[config.mk]
export PLATFORM = sky130hd
export DESIGN_NAME = gshare_predictor
export DESIGN_NICKNAME = d
export VERILOG_FILES = /design/src/rtl/gshare_predictor_pkg.sv /design/src/rtl/branch_stats.sv /design/src/rtl/gshare_predictor.sv
export SDC_FILE = /design/constraint.sdc
export NUM_CORES = 1
export LEC_CHECK = 0
export ABC_CLOCK_PERIOD_IN_PS = 3600
export CORE_AREA = 2 2 96 98
export DETAILED_ROUTE_END_ITERATION = 10
export DIE_AREA = 0 0 98 100
export HOLD_SLACK_MARGIN = 0.03
export PLACE_DENSITY = 0.88
export SYNTH_ARGS = -nofsm -noshare
export SYNTH_HDL_FRONTEND = slang
export SYNTH_SLANG_ARGS = --single-unit
export TNS_END_PERCENT = 50
[constraint.sdc]
create_clock -name clk -period 3.6 [get_ports clk]
set_input_delay 0.72 -clock clk [delete_from_list [all_inputs] [get_ports clk]]
set_output_delay 0.72 -clock clk [all_outputs]
set_load 0.02 [all_outputs]
[src/rtl/gshare_predictor_pkg.sv]
// Shared types and helpers for the gshare/bimodal branch predictor family.
package gshare_predictor_pkg;

  // Table index selection
  typedef enum logic {
    MODE_BIMODAL = 1'b0,
    MODE_GSHARE  = 1'b1
  } mode_e;

  // Weakly-not-taken starting value for a counter of width w: 2^(w-1)-1
  function automatic int unsigned ctr_init(input int unsigned w);
    return (32'd1 << (w - 32'd1)) - 32'd1;
  endfunction

  // Increment that sticks at max_v instead of wrapping
  function automatic logic [31:0] sat_inc(input logic [31:0] v, input logic [31:0] max_v);
    return (v >= max_v) ? v : v + 32'd1;
  endfunction

endpackage

[src/rtl/branch_stats.sv]
// Three saturating statistics counters (branches, hits, misses) with a
// clear input that takes priority over counting in the same cycle.
module branch_stats
  import gshare_predictor_pkg::*;
#(
  parameter int STAT_WIDTH = 16
) (
  input  logic                  clk,
  input  logic                  rst,
  input  logic                  clear,
  input  logic                  count,
  input  logic                  hit,
  output logic [STAT_WIDTH-1:0] total_branches,
  output logic [STAT_WIDTH-1:0] total_hits,
  output logic [STAT_WIDTH-1:0] total_misses
);

  localparam logic [31:0] STAT_MAX = 32'({STAT_WIDTH{1'b1}});

  logic [STAT_WIDTH-1:0] branches_q, branches_d;
  logic [STAT_WIDTH-1:0] hits_q, hits_d;
  logic [STAT_WIDTH-1:0] misses_q, misses_d;

  // Next-state: clear beats count; each counter saturates on its own
  always_comb begin
    branches_d = branches_q;
    hits_d     = hits_q;
    misses_d   = misses_q;
    if (clear) begin
      branches_d = '0;
      hits_d     = '0;
      misses_d   = '0;
    end else if (count) begin
      branches_d = STAT_WIDTH'(sat_inc(32'(branches_q), STAT_MAX));
      if (hit) begin
        hits_d = STAT_WIDTH'(sat_inc(32'(hits_q), STAT_MAX));
      end else begin
        misses_d = STAT_WIDTH'(sat_inc(32'(misses_q), STAT_MAX));
      end
    end
  end

  // Counter registers
  always_ff @(posedge clk or posedge rst) begin
    if (rst) begin
      branches_q <= '0;
      hits_q     <= '0;
      misses_q   <= '0;
    end else begin
      branches_q <= branches_d;
      hits_q     <= hits_d;
      misses_q   <= misses_d;
    end
  end

  assign total_branches = branches_q;
  assign total_hits     = hits_q;
  assign total_misses   = misses_q;

endmodule

[src/rtl/gshare_predictor.sv]
// Saturating-counter branch predictor with selectable bimodal or gshare
// indexing, global history register and on-chip accuracy statistics.
module gshare_predictor
  import gshare_predictor_pkg::*;
#(
  parameter int ADDR_WIDTH = 4,
  parameter int HIST_WIDTH = 4,
  parameter int CTR_WIDTH  = 2,
  parameter int STAT_WIDTH = 16
) (
  input  logic                  clk,
  input  logic                  rst,
  input  logic                  cs,
  input  logic                  enable,
  input  logic                  mode,
  input  logic [ADDR_WIDTH-1:0] branch_address,
  input  logic                  branch_result,
  input  logic                  clear_stats,
  output logic                  prediction,
  output logic                  hit,
  output logic [STAT_WIDTH-1:0] total_branches,
  output logic [STAT_WIDTH-1:0] total_hits,
  output logic [STAT_WIDTH-1:0] total_misses
);

  localparam int DEPTH = 1 << ADDR_WIDTH;
  localparam logic [CTR_WIDTH-1:0] CTR_RESET = CTR_WIDTH'(ctr_init(CTR_WIDTH));
  localparam logic [31:0] CTR_MAX = 32'({CTR_WIDTH{1'b1}});

  // Counters are flops, not RAM: the whole table must reset asynchronously
  // and be read combinationally from pre-edge state.
  logic [CTR_WIDTH-1:0]  table_q [DEPTH];
  logic [HIST_WIDTH-1:0] ghr_q, ghr_d;
  logic                  pred_q, pred_d;
  logic                  hit_q, hit_d;

  logic                  access;
  logic [ADDR_WIDTH-1:0] idx;
  logic [CTR_WIDTH-1:0]  ctr_rd, ctr_d;
  logic                  p;
  logic                  correct;

  assign access  = cs & enable;
  assign idx     = (mode == MODE_GSHARE) ? (branch_address ^ ADDR_WIDTH'(ghr_q))
                                         : branch_address;
  assign ctr_rd  = table_q[idx];
  assign p       = ctr_rd[CTR_WIDTH-1];
  assign correct = (p == branch_result);

  // Saturating up/down update of the selected counter
  always_comb begin
    ctr_d = ctr_rd;
    if (branch_result) begin
      ctr_d = CTR_WIDTH'(sat_inc(32'(ctr_rd), CTR_MAX));
    end else if (ctr_rd != '0) begin
      ctr_d = ctr_rd - CTR_WIDTH'(1);
    end
  end

  // History shift-in of the resolved outcome (width 1 has nothing to shift)
  generate
    if (HIST_WIDTH == 1) begin : g_ghr_one
      always_comb ghr_d = access ? branch_result : ghr_q;
    end else begin : g_ghr_many
      always_comb ghr_d = access ? {ghr_q[HIST_WIDTH-2:0], branch_result} : ghr_q;
    end
  endgenerate

  // Registered prediction/hit held until the next access
  always_comb begin
    pred_d = pred_q;
    hit_d  = hit_q;
    if (access) begin
      pred_d = p;
      hit_d  = correct;
    end
  end

  // One register per table entry; only the indexed entry is written
  generate
    for (genvar gi = 0; gi < DEPTH; gi++) begin : g_entry
      always_ff @(posedge clk or posedge rst) begin
        if (rst) begin
          table_q[gi] <= CTR_RESET;
        end else if (access && (idx == ADDR_WIDTH'(gi))) begin
          table_q[gi] <= ctr_d;
        end
      end
    end
  endgenerate

  // History and output registers
  always_ff @(posedge clk or posedge rst) begin
    if (rst) begin
      ghr_q  <= '0;
      pred_q <= 1'b0;
      hit_q  <= 1'b0;
    end else begin
      ghr_q  <= ghr_d;
      pred_q <= pred_d;
      hit_q  <= hit_d;
    end
  end

  assign prediction = pred_q;
  assign hit        = hit_q;

  branch_stats #(
    .STAT_WIDTH(STAT_WIDTH)
  ) u_stats (
    .clk           (clk),
    .rst           (rst),
    .clear         (cs & clear_stats),
    .count         (access),
    .hit           (correct),
    .total_branches(total_branches),
    .total_hits    (total_hits),
    .total_misses  (total_misses)
  );

endmodule

==> results.txt, run 1 <==
status: finished, final reports clean
Netlist cell types: 55
top cells by area, synth: dfrtp_1, dfstp_2, mux2_2
# port buffers: 60
clock-pin slew on the worst setup and hold paths: 0.08 ns
NetSw: 0.000910 W
Total Power: 0.00290 W
number of global-route vias before repair: 3755
Post-Synth Adder-Cell Area: 0.0103
Remaining DRCs: 0
asr flop ratio synth: 1.00
wire per inst: 16.4 µm
commonest cells in the synthesized netlist: dfrtp_1, nor2_1, nand2_1
global-route wire length before repair: 17600 µm
core area: 8890 µm²
clock insertion delay at the later pin of the skew report: 0.37 ns
net count reported at finish: 537
Fin. Hold Viols: 0
Critical Path End Type: register
Simple-Gate Fraction of Synth Area: 0.207
post-DP HPWL: 7650 µm
diodes inserted: 0
full die area: 9800 µm²
Post-synth EDFFs: 0
Crit path required time: 3.85 ns
area grow syn2layout: 20.3%
clk root buf: clkbuf_8
Sw Ratio: 0.314
Mapped Cells: 455
Syn Area/Cell: 10.5 µm²
post-synthesis mux area share: 0.125
cts hold-fix bufs: 0
compound-cell area share of the yosys netlist: 0.0723
worst-path maximum fanout: 16
row cnt: 35
P_int: 0.00199 W
register share of total power: 0.483
Remaining Overflow, GRT: 0
logic gate share of total power: 0.286
Max Clk Rate: 302 MHz
clock tree sinks: 86
post-synthesis instance area: 4760 µm²
TNS Setup: 0 ns
Core Util, Final: 0.644
Max-cap violations: 0
final worst path period share: 0.921
yosys warns: 0
Hold WC Path Type: reg2reg
critical path startpoint category: input pin
worst clock skew: 0.00944 ns
drt pass-1 iters: 5
dpl cells: 623
Final Max Tran Viols: 0
Detail Route Antenna Nets: 0
share of cells above drive strength 1: 0.216
Worst slew margin: 0.568
Leak: 2.40 nW
Vias/cell: 5.81
largest net degree at the start of global routing: 34
gr usage total: 0.221
sequential area share after synthesis: 0.457
CTS Buf Count: 9
total wire length: 10500 µm
Die H: 100 µm
post-CTS resize count: 0
Clock Power Share: 0.232
via count: 3711
CTS tree: built
antenna violations before repair: 0
Slew @ Worst Pin: 0.646 ns
Initial Util: 0.535
dominant cell type by area after synthesis: dfrtp_1
final setup vio count: 0
# IOs: 61
Crit Path Class: in2reg
Post-Synth XOR/XNOR Area: 0.0947
Peak VDD IR: 0.301 mV
DRT iter0 DRCs: 168
Yosys reg bits: 86
Most used DFF post-synth: dfrtp_1
Post-Layout Cell Count: 639
main combinational cell family by area after synthesis: simple AND/OR/NAND/NOR gates
CTS Buffer Depth: 2
post-CTS setup buffers: 0
GPL Wtd Cong: 0.878
die width: 98 µm
cell with the most instances after synthesis: dfrtp_1
CP arrival: 3.56 ns
Synth top area share: 0.368
RSZ-0062 raised after global routing: false
H-tree levels: 3
power density cells: 506 nW/µm²
final period demand of the worst path: 3.31 ns
Syn Nets: 469
## through the flow
step	hold WS, ns	worst slack [ns]	area, µm²
5_1_grt	0.547	0.0802	5720
6_report	0.513	0.286	5720
3_5_place_dp	0.483	-0.0461	5530
2_1_floorplan	0.495	0.685	4760
3_3_place_gp	0.464	0.0296	5530
4_1_cts	0.514	0.294	5720
## layer usage
| layer | GRT usage | wire [µm] | vias up |
|---|---|---|---|
| li1 | - | - | 1750 |
| met1 | 0.293 | 4820 | 1850 |
| met2 | 0.362 | 5020 | 94 |
| met3 | 0.0397 | 430 | 17 |
| met4 | 0.0940 | 221 | 0 |
| met5 | 0 | 0 | - |
## power groups by stage
| stage | clock network (W) | logic [W] | registers, W |
|---|---|---|---|
| finish | 0.000671 | 0.000828 | 0.00140 |
| global route | 0.000723 | 0.000904 | 0.00143 |
| CTS | 0.000677 | 0.000830 | 0.00140 |
| detailed placement | 0 | 0.000824 | 0.00142 |
| global placement | 0 | 0.000792 | 0.00140 |
| floorplan | 0 | 0.000596 | 0.00139 |
## layout by cell type (no fill, tap or decap), types with 5 or more instances in the layout
master | Yosys | routed
dfstp_2 | 16 | 16
buf_4 | 4 | 15
xor2_1 | 26 | 26
o21ai_1 | 5 | 5
nand4_1 | 17 | 17
xnor2_1 | 18 | 18
nor2_1 | 69 | 69
nand2_1 | 40 | 40
clkdlybuf4s50_1 | 0 | 60
dfrtp_1 | 70 | 70
mux2_2 | 35 | 35
and3_1 | 8 | 8
nor4_2 | 5 | 5
nand3_1 | 16 | 16
a32oi_1 | 6 | 6
mux2i_1 | 11 | 11
a21oi_1 | 6 | 6
clkbuf_8 | 0 | 10
inv_1 | 8 | 7
## sequential cells by signal (all words and copies together) (netlist names)
signal and flops:
table_q 32, u_stats.total_branches 16, u_stats.total_hits 16, u_stats.total_misses 16
ghr_q 4, hit 1, prediction 1
## critical path: stages
cell and delay (ns):
clkdlybuf4s50_1 0.62, nand2_1 0.16, xnor2_2 0.48, mux4_2 0.57, o22ai_1 0.22, nor2_1 0.11, o21ai_1 0.13, o21ai_1 0.08
buf_4 0.19, mux2_2 0.28
## final timing paths
path	start	to	slack (ns)	depth (start not counted)
max	mode	table_q[13]	0.29	10
min	hit	hit	0.51	2
max reg2reg	ghr_q[0]	table_q[13]	0.66	9
min reg2reg	hit	hit	0.51	2
max in group asynchronous	rst	table_q[24]	2.16	3
min in group asynchronous	rst	table_q[23]	0.67	2
## kinds of logic (layout without fill, tap and decap cells)
kind of cell | after synthesis | in the layout
AND/OR/NAND/NOR | 190 | 190
XOR/XNOR | 48 | 48
flip-flops | 86 | 86
buffers and inverters | 32 | 105
adder cells (fa/ha/maj) | 4 | 4
AO/OA/AOI/OAI | 45 | 45
multiplexers | 50 | 50
## area by class of cell
class	count	area, µm²
Clock buffer	12	145
Clock inverter	4	47.5
Fill cell	683	3170
Inverter	12	46.3
Multi-Input combinational cell	337	2420
Sequential cell	86	2170
Tap cell	111	139
Timing Repair Buffer	77	753
No activity file was read; power rests on OpenSTA's default activity.
==> run 2, diff against run 1 <==
--- a/config.mk
+++ b/config.mk
@@ -10,7 +10,7 @@
 export DETAILED_ROUTE_END_ITERATION = 10
 export DIE_AREA = 0 0 98 100
 export HOLD_SLACK_MARGIN = 0.03
-export PLACE_DENSITY = 0.88
+export PLACE_DENSITY_LB_ADDON = 0.05
 export SYNTH_ARGS = -nofsm -noshare
 export SYNTH_HDL_FRONTEND = slang
 export SYNTH_SLANG_ARGS = --single-unit
==> run 2 against run 1 <==
Sequential power about the same. Routed wire length shrank 1.7%. Total power is 0.20% lower. Clock-buffer cell count shrank 3. Largest power group unchanged.
==> results.txt, run 2 (synthesis gave the netlist of run 1 again) <==
row cnt: 35
final worst path period share: 0.907
CTS Buf Count: 9
Peak VDD IR: 0.238 mV
post-DP HPWL: 7340 µm
wire per inst: 16.1 µm
clock insertion delay at the later pin of the skew report: 0.35 ns
Fin. Hold Viols: 0
via count: 3600
Final Max Tran Viols: 0
die width: 98 µm
gr usage total: 0.216
Critical Path End Type: register
post-CTS setup buffers: 0
Largest Register: table_q
power density cells: 503 nW/µm²
Core Util, Final: 0.646
drt pass-1 iters: 4
Critical R2R Launch: ghr_q[0]
clock-pin slew on the worst setup and hold paths: 0.09 ns
R2R Setup Slk: 0.76 ns
Max Clk Rate: 306 MHz
commonest cells after routing, fill and taps aside: dfrtp_1, nor2_1, clkdlybuf4s50_1
Layout Cell Area excl Fill: 5740 µm²
Die H: 100 µm
number of global-route vias before repair: 3506
Worst slew margin: 0.525
Detail Route Antenna Nets: 0
Fillers: 724
CTS tree: built
clock tree sinks: 86
cts hold-fix bufs: 0
GPL Wtd Cong: 0.818
Vias/cell: 5.62
status: finished, final reports clean
critical path startpoint category: input pin
cells on worst reg2reg path: 9
most common cell after layout, fill and taps aside: dfrtp_1
R2R Path End: table_q[27]
Register Area: 2170 µm²
largest net degree at the start of global routing: 46
Remaining Overflow, GRT: 0
Largest register FFs: 32
share of cells above drive strength 1: 0.223
# port buffers: 60
worst-path maximum fanout: 16
RSZ-0062 raised after global routing: false
CP arrival: 3.50 ns
CTS Buffer Depth: 2
Crit Path Class: in2reg
H-tree levels: 3
Crit path required time: 3.83 ns
Multi-input gate area: 2420 µm²
final period demand of the worst path: 3.27 ns
Initial Util: 0.535
core area: 8890 µm²
total wire length: 10300 µm
diodes inserted: 0
post-CTS resize count: 0
antenna violations before repair: 0
area grow syn2layout: 20.8%
hold depth: 2
CP startpoint: mode
clk root buf: clkbuf_8
Remaining DRCs: 0
global-route wire length before repair: 17000 µm
net count reported at finish: 539
final setup vio count: 0
DRT iter0 DRCs: 124
CP endpoint: table_q[27]
Hold WC Path Type: reg2reg
dpl cell area: 5550 µm²
Leak: 2.42 nW
worst clock skew: 0.0147 ns
Slew @ Worst Pin: 0.712 ns
full die area: 9800 µm²
# IOs: 61
Total Power: 0.00289 W
Max-cap violations: 0
## run 2: cell types whose count changed in the layout (fill, tap and decap cells not counted), sizes merged
cell,before,now
buf,17,19
clkbuf,12,9
clkinv,3,5
inv,11,12
## run 2: worst max-delay path, stage by stage
cell and delay (ns):
clkdlybuf4s50_1 0.65, nand2_1 0.17, xnor2_2 0.43, mux4_2 0.57
o22ai_1 0.21, nor2_1 0.10, o21ai_1 0.12, o21ai_1 0.08
buf_4 0.18, mux2_2 0.27
## run 2: how the worst min path moves through the flow
| stage | start | slack, ns | end |
|---|---|---|---|
| global route | prediction | 0.54 | prediction |
| global placement | prediction | 0.47 | prediction |
| floorplan | table_q[3] | 0.49 | table_q[3] |
| finish | prediction | 0.50 | prediction |
| CTS | prediction | 0.50 | prediction |
| detailed placement | prediction | 0.48 | prediction |
## run 2: layout make-up
cell class	instances	share of cell area
Inverter	12	0.00806
Sequential cell	86	0.378
Clock buffer	9	0.0216
Tap cell	111	0.0242
Multi-Input combinational cell	337	0.421
Clock inverter	7	0.0129
Timing Repair Buffer	79	0.134
## run 2: stage by stage
stage / setup slack [ns] / instances / setup TNS (ns) / hold WS [ns]
after global placement: -0.0230 / 625 / -0.296 / 0.467
after floorplan: 0.685 / 455 / 0 / 0.495
after CTS: 0.332 / 641 / 0 / 0.503
after detailed placement: -0.0278 / 625 / -0.378 / 0.484
final: 0.334 / 641 / 0 / 0.499
after global routing: 0.155 / 641 / 0 / 0.544
## run 2: per-layer routing
layer / up-vias / wire length, µm / GRT usage
li1: 1751 / - / -
met1: 1770 / 4840 / 0.289
met2: 65 / 5010 / 0.360
met3: 14 / 284 / 0.0397
met4: 0 / 174 / 0.0694
met5: - / 0 / 0
## run 2: power breakdown
group / total [W] / switching [W] / internal [W]
sequential: 0.00140 / 0.000173 / 0.00123
clock: 0.000678 / 0.000355 / 0.000323
combinational: 0.000814 / 0.000401 / 0.000413
